`config.mk`:
```
export PLATFORM = sky130hd
export DESIGN_NAME = router_rr_arbiter
export DESIGN_NICKNAME = d
export VERILOG_FILES = /design/src/rtl/router_rr_arbiter.sv
export SDC_FILE = /design/constraint.sdc
export NUM_CORES = 1
export LEC_CHECK = 0
export ABC_AREA = 1
export CAP_MARGIN = 20
export CORE_MARGIN = 4
export CORE_UTILIZATION = 46
export DETAILED_ROUTE_END_ITERATION = 8
export HOLD_SLACK_MARGIN = 0.02
export PLACE_DENSITY = 0.87
export SLEW_MARGIN = 20
export SYNTH_ARGS = -nofsm -noshare
export SYNTH_HDL_FRONTEND = slang
export SYNTH_SLANG_ARGS = --single-unit
```
`constraint.sdc`:
```
create_clock -name clk -period 9.1 [get_ports clk]
set_input_delay 1.365 -clock clk [delete_from_list [all_inputs] [get_ports clk]]
set_output_delay 1.365 -clock clk [all_outputs]
set_load 0.01 [all_outputs]
```
`src/rtl/router_rr_arbiter.sv`:
```
// Four-port round-robin input arbiter with burst hold, feeding a credit-tracked FIFO.
// One accept per cycle; the accepted word is registered onto the FIFO write port.
module router_rr_arbiter #(
  parameter int DATA_W    = 32,
  parameter int CREDITS   = 64,
  parameter int MAX_BURST = 4
) (
  input  logic              clk,
  input  logic              rst_n,
  input  logic [3:0]        req_i,
  input  logic [DATA_W-1:0] data_n_i,
  input  logic [DATA_W-1:0] data_s_i,
  input  logic [DATA_W-1:0] data_e_i,
  input  logic [DATA_W-1:0] data_w_i,
  output logic [3:0]        gnt_o,
  input  logic              credit_i,
  output logic              fifo_push_o,
  output logic [DATA_W-1:0] fifo_data_o,
  output logic [1:0]        fifo_src_o,
  output logic              stall_o,
  output logic              err_o
);
  localparam int CW = $clog2(CREDITS + 1);
  localparam int BW = $clog2(MAX_BURST + 1);
  localparam logic [CW-1:0] CRED_MAX  = CW'(CREDITS);
  localparam logic [BW-1:0] BURST_MAX = BW'(MAX_BURST);

  typedef enum logic [1:0] {IDLE, BURST, STALL} state_t;

  state_t       state;
  logic [1:0]   last_ptr, owner;
  logic [BW-1:0] beats;
  logic [CW-1:0] credits;

  logic [1:0]   rr_win, win, idx;
  logic         rr_found, accept, has_credit, owner_go;
  logic [DATA_W-1:0] win_data;

  assign has_credit = (credits != '0);
  assign owner_go   = req_i[owner] && (beats < BURST_MAX);

  // First requester after last_ptr, wrapping around all four ports.
  always_comb begin
    rr_win   = last_ptr;
    rr_found = 1'b0;
    idx      = last_ptr;
    for (int k = 1; k <= 4; k++) begin
      idx = last_ptr + 2'(k);
      if (!rr_found && req_i[idx]) begin
        rr_win   = idx;
        rr_found = 1'b1;
      end
    end
  end

  always_comb begin
    accept = 1'b0;
    win    = owner;
    case (state)
      IDLE: begin
        accept = rr_found && has_credit;
        win    = rr_win;
      end
      BURST:   accept = owner_go && has_credit;
      default: accept = 1'b0;
    endcase
    // Keep grants quiet while reset is held.
    accept = accept && rst_n;
  end

  assign gnt_o   = accept ? (4'b0001 << win) : 4'b0000;
  assign stall_o = !has_credit;

  always_comb begin
    case (win)
      2'd0:    win_data = data_n_i;
      2'd1:    win_data = data_s_i;
      2'd2:    win_data = data_e_i;
      default: win_data = data_w_i;
    endcase
  end

  always_ff @(posedge clk or negedge rst_n) begin
    if (!rst_n) begin
      state       <= IDLE;
      last_ptr    <= 2'd3;
      owner       <= 2'd0;
      beats       <= '0;
      credits     <= CRED_MAX;
      fifo_push_o <= 1'b0;
      fifo_data_o <= '0;
      fifo_src_o  <= 2'd0;
      err_o       <= 1'b0;
    end else begin
      fifo_push_o <= accept;
      if (accept) begin
        fifo_data_o <= win_data;
        fifo_src_o  <= win;
      end

      if (accept && !credit_i)
        credits <= credits - 1'b1;
      else if (credit_i && !accept) begin
        if (credits == CRED_MAX) err_o <= 1'b1;
        else                     credits <= credits + 1'b1;
      end

      case (state)
        IDLE: if (accept) begin
          owner    <= rr_win;
          last_ptr <= rr_win;
          beats    <= BW'(1);
          state    <= BURST;
        end
        BURST: begin
          if (accept)           beats <= beats + 1'b1;
          else if (!has_credit) state <= STALL;
          else                  state <= IDLE;
        end
        STALL: if (has_credit) state <= owner_go ? BURST : IDLE;
        default: state <= IDLE;
      endcase
    end
  end
endmodule

```
==> impl_metrics.tcl <==
set metrics [dict create \
    cts_max_level 2 \
    cpLargestDelayFamily "simple AND/OR/NAND/NOR gates" \
    leakage_nw 2.92 \
    viasPerCell 5.13 \
    period_needed_ns 5.16 \
    maxCapViolCount 0 \
    drt_iter0_drc 172 \
    dieArea_um2 10100 \
    start_util_pct 47.5 \
    syn_area_per_cell_um2 6.53 \
    first_pass_iters 4 \
    grt_pass1_vias 4541 \
    post_cts_buffers 0 \
    worstPathArrival_ns 3.79 \
    cts_buffers 5 \
    numPortBuffers 175 \
    period_share_pct 56.7 \
    pre_cts_slack_ns 3.98 \
    maxSlewViolCount 0 \
    num_antenna_cells 0 \
    clock-root-buffer "clkbuf_8" \
    power.density_nw_per_um2 364 \
    routedWlPerCell_um 14.5 \
    status "finished clean" \
    critical_path.max_stage_delay_ns 0.54 \
    ios 176 \
    track_usage_pct 25.3 \
    cts_tree "yes" \
    yosys_warnings 0 \
    cts_hold_buf 0 \
    via_count 4420 \
    dp_hpwl_mm 9.55 \
    required_ns 7.74 \
    synth_fp_nets 740 \
    tightestPinTransition_ns 0.880 \
    nFillCells 695 \
    core_area_um2 8260 \
    drtAntennaViolNets 0 \
    synth_cell_types 37 \
    dpl.cell_count 853 \
    cts_resized 0 \
    setup_violations 0 \
    grt_pass1_wl_mm 20.5 \
    grt_max_degree 69 \
    worstHoldPathType "flip-flop to flip-flop" \
    row_count 33 \
    max_freq_mhz 194 \
    path_buf_inv 2 \
    clock_path_buffers 2 \
    hold_violations 0 \
    final_util_pct 68.8 \
    crit_chain "clkdlybuf4s50_1 > nand2_1 > nand3_1 > nand2_1 > nand2_2 > nand2_1 > nand2_1 > nand3_2 > nand2_4 > nand2_1 > nor2_1 > clkdlybuf4s50_1" \
    clock_latency_ns 0.31 \
    ys_ff_latch 52 \
    cpMaxStageDelayCell "clkdlybuf4s50_1" \
    drt-total-wl_mm 12.5 \
    nets 895 \
    globalplace.congestion 0.877 \
    clock_sinks 52 \
    synth_area_um2 3920 \
    path_class "primary input to output port" \
    multi_input_comb_area_um2 2060 \
    ir_drop_mv 0.232 \
    startpoint_type "primary input" \
    worstSetupEndpointType "output port" \
    finalSetupTns_ns 0 \
    syn_to_final_growth_pct 45.1 \
    fin_cells 861 \
    slew_headroom_pct 41.3 \
    cp_max_fo 53 \
    drive_gt1_share_pct 4.63 \
    fin_skew_ns 0.00963 \
    fin_ws_ns 3.94 \
    grt_overflow_total 0 \
    die_w_um 100 \
    seq_area_um2 1310 \
    antenna_found_initial 0 \
    clk_transition_reported_paths_ns 0.09 \
    remaining_drc_errors 0 \
    die_y_um 100 \
    seq_area_frac_synth_pct 33.3 \
    synthCells 600 \
    cp_common_cell "nand2_1" \
    rsz0062_at_grt "no" \
]
## area by class of cell
cell class	count	share of cell area [%]
multi-input combinational	433	36.3
clock inverter	3	0.418
timing repair buffer	177	31.0
sequential	52	23.0
inverter	86	5.83
tap	105	2.31
clock buffer	5	1.21
## Yosys cell counts, drive strengths merged
library cell  number  area, um2
a21boi             1       7.51
a21oi              3       15.0
a31o               1       8.76
a31oi              2       12.5
buf               25        205
clkbuf             4       15.0
dfrtp             49       1230
dfstp              3       78.8
ha                 5       62.6
inv               86        330
nand2            240        928
nand3             94        485
nand4              1       6.26
nor2              19       97.6
nor3               2       15.0
o211ai             1       7.51
o21ai             32        171
o21bai            17        128
o22ai              4       25.0
o31ai              1       7.51
or2                1       6.26
xnor2              2       17.5
xor2               7       61.3
## final timing paths
| kind | start | end | slack [ns] | depth (start not counted) |
|---|---|---|---|---|
| hold / removal | err_o$_DFFE_PN0P_ | err_o$_DFFE_PN0P_ | 0.49 | 1 |
| min in group asynchronous | rst_n | fifo_data_o[6]$_DFFE_PN0N_ | 1.16 | 2 |
| hold reg to reg | err_o$_DFFE_PN0P_ | err_o$_DFFE_PN0P_ | 0.49 | 1 |
| setup / recovery | req_i[3] | gnt_o[1] | 3.94 | 12 |
| max in group asynchronous | rst_n | fifo_src_o[1]$_DFFE_PN0N_ | 7.52 | 2 |
| setup reg to reg | last_ptr[0]$_DFFE_PN1P_ | credits[6]$_DFFE_PN1P_ | 5.55 | 20 |
## sequential cells by signal, summed over array words and instances (netlist names)
signal / flops
last_ptr: 2
fifo_data_o: 32
state: 2
err_o: 1
credits: 7
fifo_push_o: 1
beats: 3
fifo_src_o: 2
owner: 2
## worst register-to-register path, stage by stage (launching register included)
cell and delay (ns):
dfstp_2 0.67, inv_6 0.08, nand2_1 0.06, nand2_1 0.06
nand3_1 0.08, nand2_2 0.08, nand4_1 0.09, nor2_1 0.06
nand2_1 0.07, nand2_2 0.08, inv_4 0.31, ha_1 0.48
xor2_1 0.23, ha_1 0.18, nor2_1 0.06, o21ai_0 0.24
nand2_1 0.11, o21ai_0 0.20, xor2_1 0.18, nand2_1 0.08
o21ai_0 0.10
## power by group
| part | internal, mW | switching (mW) |
|---|---|---|
| logic | 0.570 | 0.925 |
| registers | 0.352 | 0.0929 |
| clock network | 0.0546 | 0.0783 |
| total | 0.977 | 1.10 |
## metrics by stage
stage / hold slack (ns) / area [um2] / power, mW
6_report: 0.490 / 5690 / 2.07
5_1_grt: 0.508 / 5690 / 2.29
4_1_cts: 0.493 / 5680 / 2.08
3_5_place_dp: 0.468 / 5590 / 1.94
3_3_place_gp: 0.459 / 5590 / 1.88
2_1_floorplan: 0.454 / 3920 / 1.56
## routing by layer
metal  wire, um  part of all wire [%]  track usage, %  vias to the layer above
met3        926                   7.4            5.98                       37
met1       4920                    39            29.9                     1998
met4        406                   3.3            9.84                        0
li1           -                     -               -                     2183
met5          0                     0               0                        -
met2       6240                    50            44.2                      202
## placed cells by master (no fill, tap or decap), types with 2 or more instances in the layout
cell type          n
clkinvlp_4         2
xnor2_1            2
ha_1               5
buf_4              2
nand3_2            3
nand2_1          233
nand2_4            2
dfrtp_1           49
clkbuf_8           5
a31oi_1            2
nand3_1           91
o21ai_1            9
o22ai_1            4
inv_1             82
nand2_2            5
o21ai_0           22
clkdlybuf4s50_1  174
nor2_1            16
xor2_1             7
dfstp_2            3
o21bai_1          17
a21oi_1            3
## cell families after synthesis
| group | Yosys count | synth area share, % |
|---|---|---|
| flops | 52 | 33.3 |
| simple gates | 357 | 39.3 |
| compound gates | 62 | 9.77 |
| xor+xnor | 9 | 2.01 |
| fa+ha+maj | 5 | 1.60 |
| buf+inv | 115 | 14.0 |
Power figures use the tool's default switching activity.
==> variant (same flow settings) <==
Set the parameter `CREDITS` to 128 (it was 64).
--- a/src/rtl/router_rr_arbiter.sv
+++ b/src/rtl/router_rr_arbiter.sv
@@ -2,7 +2,7 @@
 // One accept per cycle; the accepted word is registered onto the FIFO write port.
 module router_rr_arbiter #(
   parameter int DATA_W    = 32,
-  parameter int CREDITS   = 64,
+  parameter int CREDITS   = 128,
   parameter int MAX_BURST = 4
 ) (
   input  logic              clk,
Function: same outputs for any inputs over 10 cycles, from zero or initial values and one cycle with rst_n low; that may be too few to reach the edited logic, so the function may still have changed.
==> variant against the original RTL <==
  * Synthesized area rose by 2.0%
  * Synthesized cell count rose by 3.8%
  * Highest routed layer unchanged
  * Register-to-register slack got worse by 0.76 ns
  * Worst setup slack got worse by 0.69 ns
  * Critical endpoint is now gnt_o[2]
  * Power rose by 2.8%
  * Routed wire length rose by 10%
  * Non-clock buffer count rose by 1
  * Clock skew fell by 0.0033 ns
  * Fmax fell by 12%
  * Design area rose by 1.8%
  * Largest cell class unchanged
  * Sequential cell count rose by 1
==> variant: results <==
metrics = {
    "setup_path": {
        "r2r-end": "credits[6]$_DFFE_PN0P_",
        "critPathSlowestCell": "inv_2",
        "r2r_slack_ns": 4.79,
        "max_stage_delay_ns": 0.57,
        "cp_top_family": "buffers and inverters",
        "reg2regPathDepth": 18,
    },
    "drt": {
        "wl_met1_um": 5179,
        "met3_length_um": 1194,
        "dr.pass1.iters": 5,
        "dr_wl_met2_um": 6969,
        "wl_um": 13790,
        "drtIter0Drc": 238,
    },
    "power_and_ir_drop": {
        "p_comb_w": 0.00154,
        "p_leak_nw": 2.956,
        "pwr-share-comb": 0.725,
        "pwr-share-clk": 0.066,
        "ir_worst_vdd_mv": 0.1990,
    },
    "synthesis": {
        "ys_types": 40,
        "mappedNetlistNets": 763,
        "syn_avg_cell_area_um2": 6.417,
        "synthTopCellsByArea": "dfrtp_1, nand2_1, nand3_1, inv_1, o21ai_0",
    },
    "global_route": {
        "grt.total_usage": 0.2658,
        "grt_pass1_wl_um": 21780,
        "use_met3": 0.07713,
        "use_met2": 0.4713,
        "grt_max_degree": 60,
        "use_met1": 0.3072,
    },
    "finish": {
        "nets": 918,
        "largestRegisters": "fifo_data_o: 32 flops, credits: 8 flops, beats: 3 flops",
        "drive_above_1_share": 0.04236,
        "layoutNonFillerInstCount": 884,
    },
    "placement": {
        "routabilityCongestion": 0.9956,
        "dp_hpwl_um": 10360,
    },
    "status": {
        "status": "complete, no violations",
    },
    "timing": {
        "maxSlewHeadroom": 0.3561,
        "fin_skew_ns": 0.006335,
    },
}
## variant: changes by cell type after synthesis, sizes merged, moves of 2 or more
cell    before  now
a31oi        2    0
nand2      240  253
a21oi        3    5
xor2         7    5
o21ai       32   38
xnor2        2    5
o21bai      17   14
## variant: cell type report
type	instances	area, um2	share of cell area
inverter	86	327.8	0.05665
timing repair buffer	178	1769	0.3057
clock buffer	5	68.82	0.01189
tap	105	131.4	0.02270
sequential	53	1330	0.2298
multi-input combinational	454	2138	0.3695
clock inverter	3	21.27	0.003676
## variant: cell families (layout without fill, tap and decap cells)
logic type | after synthesis | after routing | share of synthesized area
AO/OA/AOI/OAI | 65 | 65 | 0.09766
adder cells (fa/ha/maj) | 5 | 5 | 0.01565
buffers and inverters | 116 | 272 | 0.1324
flip-flops | 53 | 53 | 0.3327
XOR/XNOR | 10 | 10 | 0.02191
AND/OR/NAND/NOR | 374 | 374 | 0.3997
## variant: stage by stage
stage | instance area [um2] | hold WS, ns | setup slack (ns) | utilization
final | 5787 | 0.4790 | 3.251 | 0.6938
after global routing | 5787 | 0.5105 | 3.048 | 0.6938
after CTS | 5787 | 0.4809 | 3.324 | 0.6938
after detailed placement | 5697 | 0.4537 | 3.348 | 0.6830
after global placement | 5697 | 0.4445 | 3.516 | 0.6830
after floorplan | 3998 | 0.4544 | 5.216 | -
## variant: worst max path at each step
stage / start / end / slack (ns) / depth (start not counted)
2_1_floorplan: req_i[2] / gnt_o[2] / 5.22 / 9
3_3_place_gp: req_i[2] / gnt_o[2] / 3.52 / 11
3_5_place_dp: req_i[1] / gnt_o[2] / 3.35 / 11
4_1_cts: req_i[1] / gnt_o[2] / 3.32 / 11
5_1_grt: req_i[1] / gnt_o[2] / 3.05 / 11
6_report: req_i[1] / gnt_o[2] / 3.25 / 11
